[src/rtl/i2c_target_rx_pkg.sv]
`default_nettype none
// ============================================================================
//  Module      : i2c_target_rx_pkg
//  Description : Shared definitions for the I2C OLED command-path target:
//                FSM state encoding, control-byte bit positions, default
//                target address and an address-match helper.
//  Revision    : 1.0  initial release
// ============================================================================
package i2c_target_rx_pkg;

    // Receive-side protocol states; 3 bits covers all eight states.
    typedef enum logic [2:0] {
        ST_IDLE     = 3'd0,
        ST_ADDR     = 3'd1,
        ST_ADDR_ACK = 3'd2,
        ST_CTRL     = 3'd3,
        ST_CTRL_ACK = 3'd4,
        ST_DATA     = 3'd5,
        ST_DATA_ACK = 3'd6,
        ST_IGNORE   = 3'd7
    } state_t;

    // SSD1306 control byte: Co (continuation) and D/C# bit positions.
    localparam int         c_co_bit       = 7;
    localparam int         c_dc_bit       = 6;
    localparam logic [6:0] c_default_addr = 7'h3C;

    // True when an address byte selects this target for a write.
    function automatic logic is_write_to(input logic [7:0] addr_byte,
                                         input logic [6:0] addr);
        return (addr_byte[7:1] == addr) && !addr_byte[0];
    endfunction

endpackage
`default_nettype wire

[src/rtl/i2c_target_rx_line_cond.sv]
`default_nettype none
// ============================================================================
//  Module      : i2c_target_rx_line_cond
//  Description : SCL/SDA conditioning: per-line synchronizer (reset to bus
//                idle = 1), optional unanimity glitch filter, and strobes for
//                SCL rise/fall and START/STOP conditions.
//                Optional feature macro: I2C_GLITCH_FILTER_EN
//  Revision    : 1.0  initial release
// ============================================================================
module i2c_target_rx_line_cond #(
    parameter int SYNC_STAGES = 2,
    parameter int FILT_LEN    = 3
) (
    input  logic clk,
    input  logic rst_n,
    input  logic i_scl,
    input  logic i_sda,
    output logic o_sda,
    output logic o_scl_rise,
    output logic o_scl_fall,
    output logic o_start,
    output logic o_stop
);

    generate
        if (SYNC_STAGES < 2 || FILT_LEN < 1) begin : g_bad_params
            $error("i2c_target_rx_line_cond: SYNC_STAGES must be >=2 and FILT_LEN >=1");
        end
    endgenerate

    logic [SYNC_STAGES-1:0] r_scl_sync;
    logic [SYNC_STAGES-1:0] r_sda_sync;
    logic                   w_scl_s;
    logic                   w_sda_s;
    logic                   w_scl_f;
    logic                   w_sda_f;
    logic                   r_scl_d;
    logic                   r_sda_d;

    // Metastability synchronizers; reset to 1 so a reset looks like an idle bus.
    always_ff @(posedge clk or negedge rst_n) begin
        if (!rst_n) begin
            r_scl_sync <= '1;
            r_sda_sync <= '1;
        end else begin
            r_scl_sync <= {r_scl_sync[SYNC_STAGES-2:0], i_scl};
            r_sda_sync <= {r_sda_sync[SYNC_STAGES-2:0], i_sda};
        end
    end

    assign w_scl_s = r_scl_sync[SYNC_STAGES-1];
    assign w_sda_s = r_sda_sync[SYNC_STAGES-1];

`ifdef I2C_GLITCH_FILTER_EN
    logic [FILT_LEN-1:0] r_scl_hist;
    logic [FILT_LEN-1:0] r_sda_hist;
    logic                r_scl_filt;
    logic                r_sda_filt;

    // Filtered level only moves once FILT_LEN consecutive samples agree.
    always_ff @(posedge clk or negedge rst_n) begin
        if (!rst_n) begin
            r_scl_hist <= '1;
            r_sda_hist <= '1;
            r_scl_filt <= 1'b1;
            r_sda_filt <= 1'b1;
        end else begin
            r_scl_hist <= FILT_LEN'({r_scl_hist, w_scl_s});
            r_sda_hist <= FILT_LEN'({r_sda_hist, w_sda_s});
            if (&r_scl_hist)       r_scl_filt <= 1'b1;
            else if (~|r_scl_hist) r_scl_filt <= 1'b0;
            if (&r_sda_hist)       r_sda_filt <= 1'b1;
            else if (~|r_sda_hist) r_sda_filt <= 1'b0;
        end
    end

    assign w_scl_f = r_scl_filt;
    assign w_sda_f = r_sda_filt;
`else
    assign w_scl_f = w_scl_s;
    assign w_sda_f = w_sda_s;
`endif

    // Previous conditioned levels for edge and bus-condition detection.
    always_ff @(posedge clk or negedge rst_n) begin
        if (!rst_n) begin
            r_scl_d <= 1'b1;
            r_sda_d <= 1'b1;
        end else begin
            r_scl_d <= w_scl_f;
            r_sda_d <= w_sda_f;
        end
    end

    // START/STOP require SCL high both before and after the SDA transition.
    assign o_sda      = w_sda_f;
    assign o_scl_rise = w_scl_f & ~r_scl_d;
    assign o_scl_fall = ~w_scl_f & r_scl_d;
    assign o_start    = w_scl_f & r_scl_d & r_sda_d & ~w_sda_f;
    assign o_stop     = w_scl_f & r_scl_d & ~r_sda_d & w_sda_f;

endmodule
`default_nettype wire

[src/rtl/i2c_target_rx.sv]
`default_nettype none
// ============================================================================
//  Module      : i2c_target_rx
//  Description : Write-only I2C target for the OLED command path. Matches a
//                7-bit address, ACKs every byte, separates SSD1306 control
//                bytes from payload and pulses each command/data byte out.
//                Optional feature macro: I2C_GLITCH_FILTER_EN (line filter)
//  Revision    : 1.0  initial release
// ============================================================================
module i2c_target_rx
    import i2c_target_rx_pkg::*;
#(
    parameter logic [6:0] TARGET_ADDR = c_default_addr,
    parameter int          SYNC_STAGES = 2,
    parameter int          FILT_LEN    = 3
) (
    input  logic       clk,
    input  logic       rst_n,
    input  logic       scl_i,
    input  logic       sda_i,
    output logic       sda_oe,
    output logic [7:0] rx_data,
    output logic       rx_valid,
    output logic       rx_dc,
    output logic       frame_done,
    output logic       busy
);

    logic       w_sda;
    logic       w_scl_rise;
    logic       w_scl_fall;
    logic       w_start;
    logic       w_stop;
    logic [7:0] w_byte;

    state_t     r_state,      w_state_nx;
    logic [2:0] r_bit_cnt,    w_bit_cnt_nx;
    logic [6:0] r_shift,      w_shift_nx;
    logic       r_ack_ph,     w_ack_ph_nx;
    logic       r_co,         w_co_nx;
    logic       r_sda_oe,     w_sda_oe_nx;
    logic [7:0] r_rx_data,    w_rx_data_nx;
    logic       r_rx_valid,   w_rx_valid_nx;
    logic       r_rx_dc,      w_rx_dc_nx;
    logic       r_frame_done, w_frame_done_nx;
    logic       r_busy,       w_busy_nx;

    i2c_target_rx_line_cond #(
        .SYNC_STAGES (SYNC_STAGES),
        .FILT_LEN    (FILT_LEN)
    ) u_line_cond (
        .clk        (clk),
        .rst_n      (rst_n),
        .i_scl      (scl_i),
        .i_sda      (sda_i),
        .o_sda      (w_sda),
        .o_scl_rise (w_scl_rise),
        .o_scl_fall (w_scl_fall),
        .o_start    (w_start),
        .o_stop     (w_stop)
    );

    // Byte as it stands once the current SCL-rise bit is shifted in.
    assign w_byte = {r_shift, w_sda};

    // State register and all output registers; reset releases SDA at once.
    always_ff @(posedge clk or negedge rst_n) begin
        if (!rst_n) begin
            r_state      <= ST_IDLE;
            r_bit_cnt    <= 3'd0;
            r_shift      <= 7'd0;
            r_ack_ph     <= 1'b0;
            r_co         <= 1'b0;
            r_sda_oe     <= 1'b0;
            r_rx_data    <= 8'd0;
            r_rx_valid   <= 1'b0;
            r_rx_dc      <= 1'b0;
            r_frame_done <= 1'b0;
            r_busy       <= 1'b0;
        end else begin
            r_state      <= w_state_nx;
            r_bit_cnt    <= w_bit_cnt_nx;
            r_shift      <= w_shift_nx;
            r_ack_ph     <= w_ack_ph_nx;
            r_co         <= w_co_nx;
            r_sda_oe     <= w_sda_oe_nx;
            r_rx_data    <= w_rx_data_nx;
            r_rx_valid   <= w_rx_valid_nx;
            r_rx_dc      <= w_rx_dc_nx;
            r_frame_done <= w_frame_done_nx;
            r_busy       <= w_busy_nx;
        end
    end

    // Next-state logic; bus conditions take priority over SCL edges.
    always_comb begin
        w_state_nx      = r_state;
        w_bit_cnt_nx    = r_bit_cnt;
        w_shift_nx      = r_shift;
        w_ack_ph_nx     = r_ack_ph;
        w_co_nx         = r_co;
        w_sda_oe_nx     = r_sda_oe;
        w_rx_data_nx    = r_rx_data;
        w_rx_valid_nx   = 1'b0;
        w_rx_dc_nx      = r_rx_dc;
        w_frame_done_nx = 1'b0;
        w_busy_nx       = r_busy;

        if (w_stop) begin
            w_state_nx      = ST_IDLE;
            w_bit_cnt_nx    = 3'd0;
            w_ack_ph_nx     = 1'b0;
            w_sda_oe_nx     = 1'b0;
            w_frame_done_nx = r_busy;
            w_busy_nx       = 1'b0;
        end else if (w_start) begin
            w_state_nx   = ST_ADDR;
            w_bit_cnt_nx = 3'd0;
            w_ack_ph_nx  = 1'b0;
            w_sda_oe_nx  = 1'b0;
            w_busy_nx    = 1'b0;
        end else begin
            case (r_state)
                ST_ADDR, ST_CTRL, ST_DATA: begin
                    if (w_scl_rise) begin
                        w_shift_nx   = w_byte[6:0];
                        w_bit_cnt_nx = r_bit_cnt + 3'd1;
                        if (r_bit_cnt == 3'd7) begin
                            case (r_state)
                                ST_ADDR: begin
                                    w_state_nx = is_write_to(w_byte, TARGET_ADDR)
                                               ? ST_ADDR_ACK : ST_IGNORE;
                                end
                                ST_CTRL: begin
                                    w_co_nx    = w_byte[c_co_bit];
                                    w_rx_dc_nx = w_byte[c_dc_bit];
                                    w_state_nx = ST_CTRL_ACK;
                                end
                                default: begin
                                    w_rx_data_nx  = w_byte;
                                    w_rx_valid_nx = 1'b1;
                                    w_state_nx    = ST_DATA_ACK;
                                end
                            endcase
                        end
                    end
                end
                ST_ADDR_ACK, ST_CTRL_ACK, ST_DATA_ACK: begin
                    // First SCL fall drives the ACK low, the second releases it.
                    if (w_scl_fall) begin
                        if (!r_ack_ph) begin
                            w_ack_ph_nx = 1'b1;
                            w_sda_oe_nx = 1'b1;
                            if (r_state == ST_ADDR_ACK) w_busy_nx = 1'b1;
                        end else begin
                            w_ack_ph_nx  = 1'b0;
                            w_sda_oe_nx  = 1'b0;
                            w_bit_cnt_nx = 3'd0;
                            case (r_state)
                                ST_ADDR_ACK: w_state_nx = ST_CTRL;
                                ST_CTRL_ACK: w_state_nx = ST_DATA;
                                default:     w_state_nx = r_co ? ST_CTRL : ST_DATA;
                            endcase
                        end
                    end
                end
                default: begin
                    // IDLE and IGNORE only leave on START/STOP.
                end
            endcase
        end
    end

    assign sda_oe     = r_sda_oe;
    assign rx_data    = r_rx_data;
    assign rx_valid   = r_rx_valid;
    assign rx_dc      = r_rx_dc;
    assign frame_done = r_frame_done;
    assign busy       = r_busy;

endmodule
`default_nettype wire
[config.mk]
export PLATFORM = sky130hd
export DESIGN_NAME = i2c_target_rx
export DESIGN_NICKNAME = d
export VERILOG_FILES = /design/src/rtl/i2c_target_rx_pkg.sv /design/src/rtl/i2c_target_rx_line_cond.sv /design/src/rtl/i2c_target_rx.sv
export SDC_FILE = /design/constraint.sdc
export NUM_CORES = 1
export LEC_CHECK = 0
export ABC_AREA = 1
export CORE_ASPECT_RATIO = 1.75
export CORE_MARGIN = 2
export CORE_UTILIZATION = 40
export CTS_CLUSTER_SIZE = 10
export DETAILED_ROUTE_END_ITERATION = 10
export MAX_ROUTING_LAYER = met4
export SLEW_MARGIN = 20
export SYNTH_ARGS = -nofsm -noshare
export SYNTH_HDL_FRONTEND = slang
export SYNTH_HIERARCHICAL = 1
export SYNTH_SLANG_ARGS = --single-unit
[constraint.sdc]
create_clock -name clk -period 1.91 [get_ports clk]
set_input_delay 0.2865 -clock clk [delete_from_list [all_inputs] [get_ports clk]]
set_output_delay 0.2865 -clock clk [all_outputs]
set_load 0.01 [all_outputs]
==> metrics.txt <==
actual slew at the worst max-slew pin 0.414 ns; Post-synth EDFFs 0; top-level I/O count 17; Switching Fraction 36.0%; critical path class reg -> reg; max-cap violation count 0; CP max stage cell dfstp_2; Critical Path RT 2.07 ns; critical path startpoint category flop; Comb pwr share 31.3%; Clock Skew 0.00690 ns; gr usage total 15.8%; Hold Path Depth 0; crit-path max cell delay 0.55 ns; PwrDens 1320 nW/um^2; Initial Util 41.0%; largest net degree at the start of global routing 34; I/O Buffers 16; Internal Pwr Total 1.54 mW; status finished clean; Peak Freq 582 MHz; die width 49.9 um; Flop pwr share 41.3%; synth warn 6; clock share of power 27.4%; hold crit path type reg -> reg; num rows 29; final setup violation count 0; fin. max-slew vios 0; Net count, final 193; initial antenna violation count 0; Min-Delay Startpoint u_line_cond/r_sda_sync[0]; overall routed net length 2770 um; die area 4210 um^2; number of distinct library cells after synthesis 21; Reg clk slew, reported paths 0.07 ns; final setup TNS 0 ns; DP Wirelength 2070 um; drt initial violations 26; Place WS 0.0783 ns; most used cell, CP nand2_1; cell count of the worst reg-to-reg path 9; Min Hold Slack 0.355 ns; Synth Flop Type dfrtp_1; clk_lat worst skew 0.28 ns; grt ovf 0; crit end category flop; # diodes 0; via/cell ratio 4.72; Critical Path AT 1.87 ns; # DRC 0; sequential share of the synthesized area 56.5%; Lkg Pwr 0.892 nW; main area contributors after synthesis dfrtp_1, nand2_1, dfstp_2, inv_1, o21ai_1; synth cell count leaders nand2_1, dfrtp_1, inv_1, nor2_1, o21ai_1; Avg Inst Size Synth 8.93 um^2; Worst R2R Setup Slack 0.19 ns; async set-reset flop share out of synthesis 100%; Inserted Clock Buffers 5; count leader, synth nand2_1; Mapped Cells 165; top-area cell type share of the netlist area 45.8%; WL per Instance 11.8 um; root buffer cell clkbuf_8; drt first pass iters 4; clock sinks 33; area delta synth->final 23.2%; Net Count, Synth 171; Reg-to-Reg End r_state[2]; switching power 0.865 mW; antenna viol nets, final 0; global-route wire length before repair 4900 um; crit path cell chain nand2_1, nor2_1, nor2_4, inv_1, nor2_4, nand2_1, nand3_1, nand2_1, o21ai_1; critical-path maximum fanout 5; Core ar. 3590 um^2; largest area contributor in the synthesized netlist dfrtp_1; Final min period 1.72 ns; gpl congestion 0.923; Critical R2R Launch u_line_cond/r_scl_sync[1]; hold path endpoint u_line_cond/r_sda_sync[1]; CTS max path bufs 2; Fin. Hold Viols 0; hold buffer count at cts 0; Max transition margin 72.4%; fin crit share 90.0%; RSZ-0062 raised after global routing no; share of cells above drive strength 1 16.5%; Mapped Area 1470 um^2; synthesized flop and latch total 33; vias in the first global route 1130; Setup WS post-layout 0.191 ns; CTS tree yes; die height 84.3 um; vias 1105; H-tree depth 2; Worst VDD drop 0.000907 V
stage by stage:
| stage | instance area (um^2) | util, % | power [mW] | instances |
|---|---|---|---|---|
| floorplan | 1470 | - | 1.55 | 165 |
| global placement | 1690 | 46.9 | 1.73 | 226 |
| detailed placement | 1690 | 46.9 | 1.74 | 226 |
| CTS | 1800 | 50.2 | 2.42 | 234 |
| global route | 1820 | 50.5 | 2.60 | 234 |
| finish | 1820 | 50.5 | 2.40 | 234 |
worst max path at each step:
stage	to	slack, ns	cells past startpoint	startpoint
3_3_place_gp	rx_data[3]	0.13	9	u_line_cond/r_sda_sync[1]
6_report	r_state[2]	0.19	9	u_line_cond/r_scl_sync[1]
3_5_place_dp	rx_data[5]	0.08	9	u_line_cond/r_sda_sync[1]
4_1_cts	rx_data[5]	0.06	9	u_line_cond/r_sda_sync[1]
5_1_grt	r_state[0]	0.01	11	u_line_cond/r_sda_sync[1]
2_1_floorplan	r_state[1]	0.35	9	u_line_cond/r_scl_sync[1]
per-layer routing:
metal	vias up	routed length [um]	part of all wire (%)	GRT usage, %
met5	-	0	0	-
met4	0	82	3.0	6.82
met3	9	72	2.6	4.45
met2	18	1530	55	26.4
met1	522	1080	39	17.2
li1	556	-	-	-
area by class of cell:
type,instances,area (um^2)
fill,332,1780
sequential,33,833
multi-input combinational,105,543
timing repair buffer,18,175
inverter,24,90.1
clock buffer,7,86.3
tap,46,57.6
clock inverter,1,30.0
cells in the final DEF (no fill, tap or decap):
cell / netlist / routed
o21ai_1: 12 / 12
dfstp_2: 6 / 6
nor2_4: 2 / 2
nand2_4: 1 / 2
nand3_1: 6 / 6
buf_4: 0 / 2
clkbuf_1: 0 / 1
nor2_1: 14 / 14
nand4_1: 1 / 1
nand2_1: 45 / 45
nand3_2: 1 / 1
o211ai_1: 1 / 1
nand2_2: 4 / 3
ha_1: 2 / 2
o21ai_2: 6 / 6
nand4_4: 0 / 1
clkdlybuf4s50_1: 0 / 16
bufinv_16: 0 / 1
inv_2: 1 / 1
o21ai_0: 3 / 3
a21oi_1: 6 / 6
dfrtp_1: 27 / 27
inv_1: 23 / 23
clkbuf_8: 0 / 6
registers in the layout, indices dropped and copies added (netlist names):
register,flops
busy,1
u_line_cond/r_sda_sync,2
r_state,3
u_line_cond/r_sda_d,1
rx_data,8
u_line_cond/r_scl_d,1
frame_done,1
r_bit_cnt,3
sda_oe,1
rx_dc,1
r_shift,7
u_line_cond/r_scl_sync,2
rx_valid,1
r_co,1
cells by family (layout without fill, tap and decap cells):
group	Yosys count	count (layout)	share of synthesized area [%]
compound gates	28	28	11.2
fa+ha+maj	2	2	1.70
buf+inv	27	50	7.55
flops	33	33	56.5
simple gates	75	75	23.0
power groups by stage:
stage	sequential [mW]	combinational, mW	clock (mW)
global placement	0.989	0.740	0
global route	1.01	0.872	0.717
floorplan	0.952	0.597	0
CTS	0.984	0.750	0.685
detailed placement	0.994	0.747	0
finish	0.992	0.752	0.659
what timing repair did:
action	in CTS	in global routing
buffers inserted	0	0
setup endpoints to repair	0	11
resized for setup	0	2
critical path: cells and delay by family, from the launching register on:
family | cells | cell delay, ns
buffers and inverters | 1 | 0.17
DFF | 1 | 0.55
and+or+nand+nor | 7 | 0.81
AOI/OAI and AO/OA | 1 | 0.07
(Power assumes the default switching activity.)
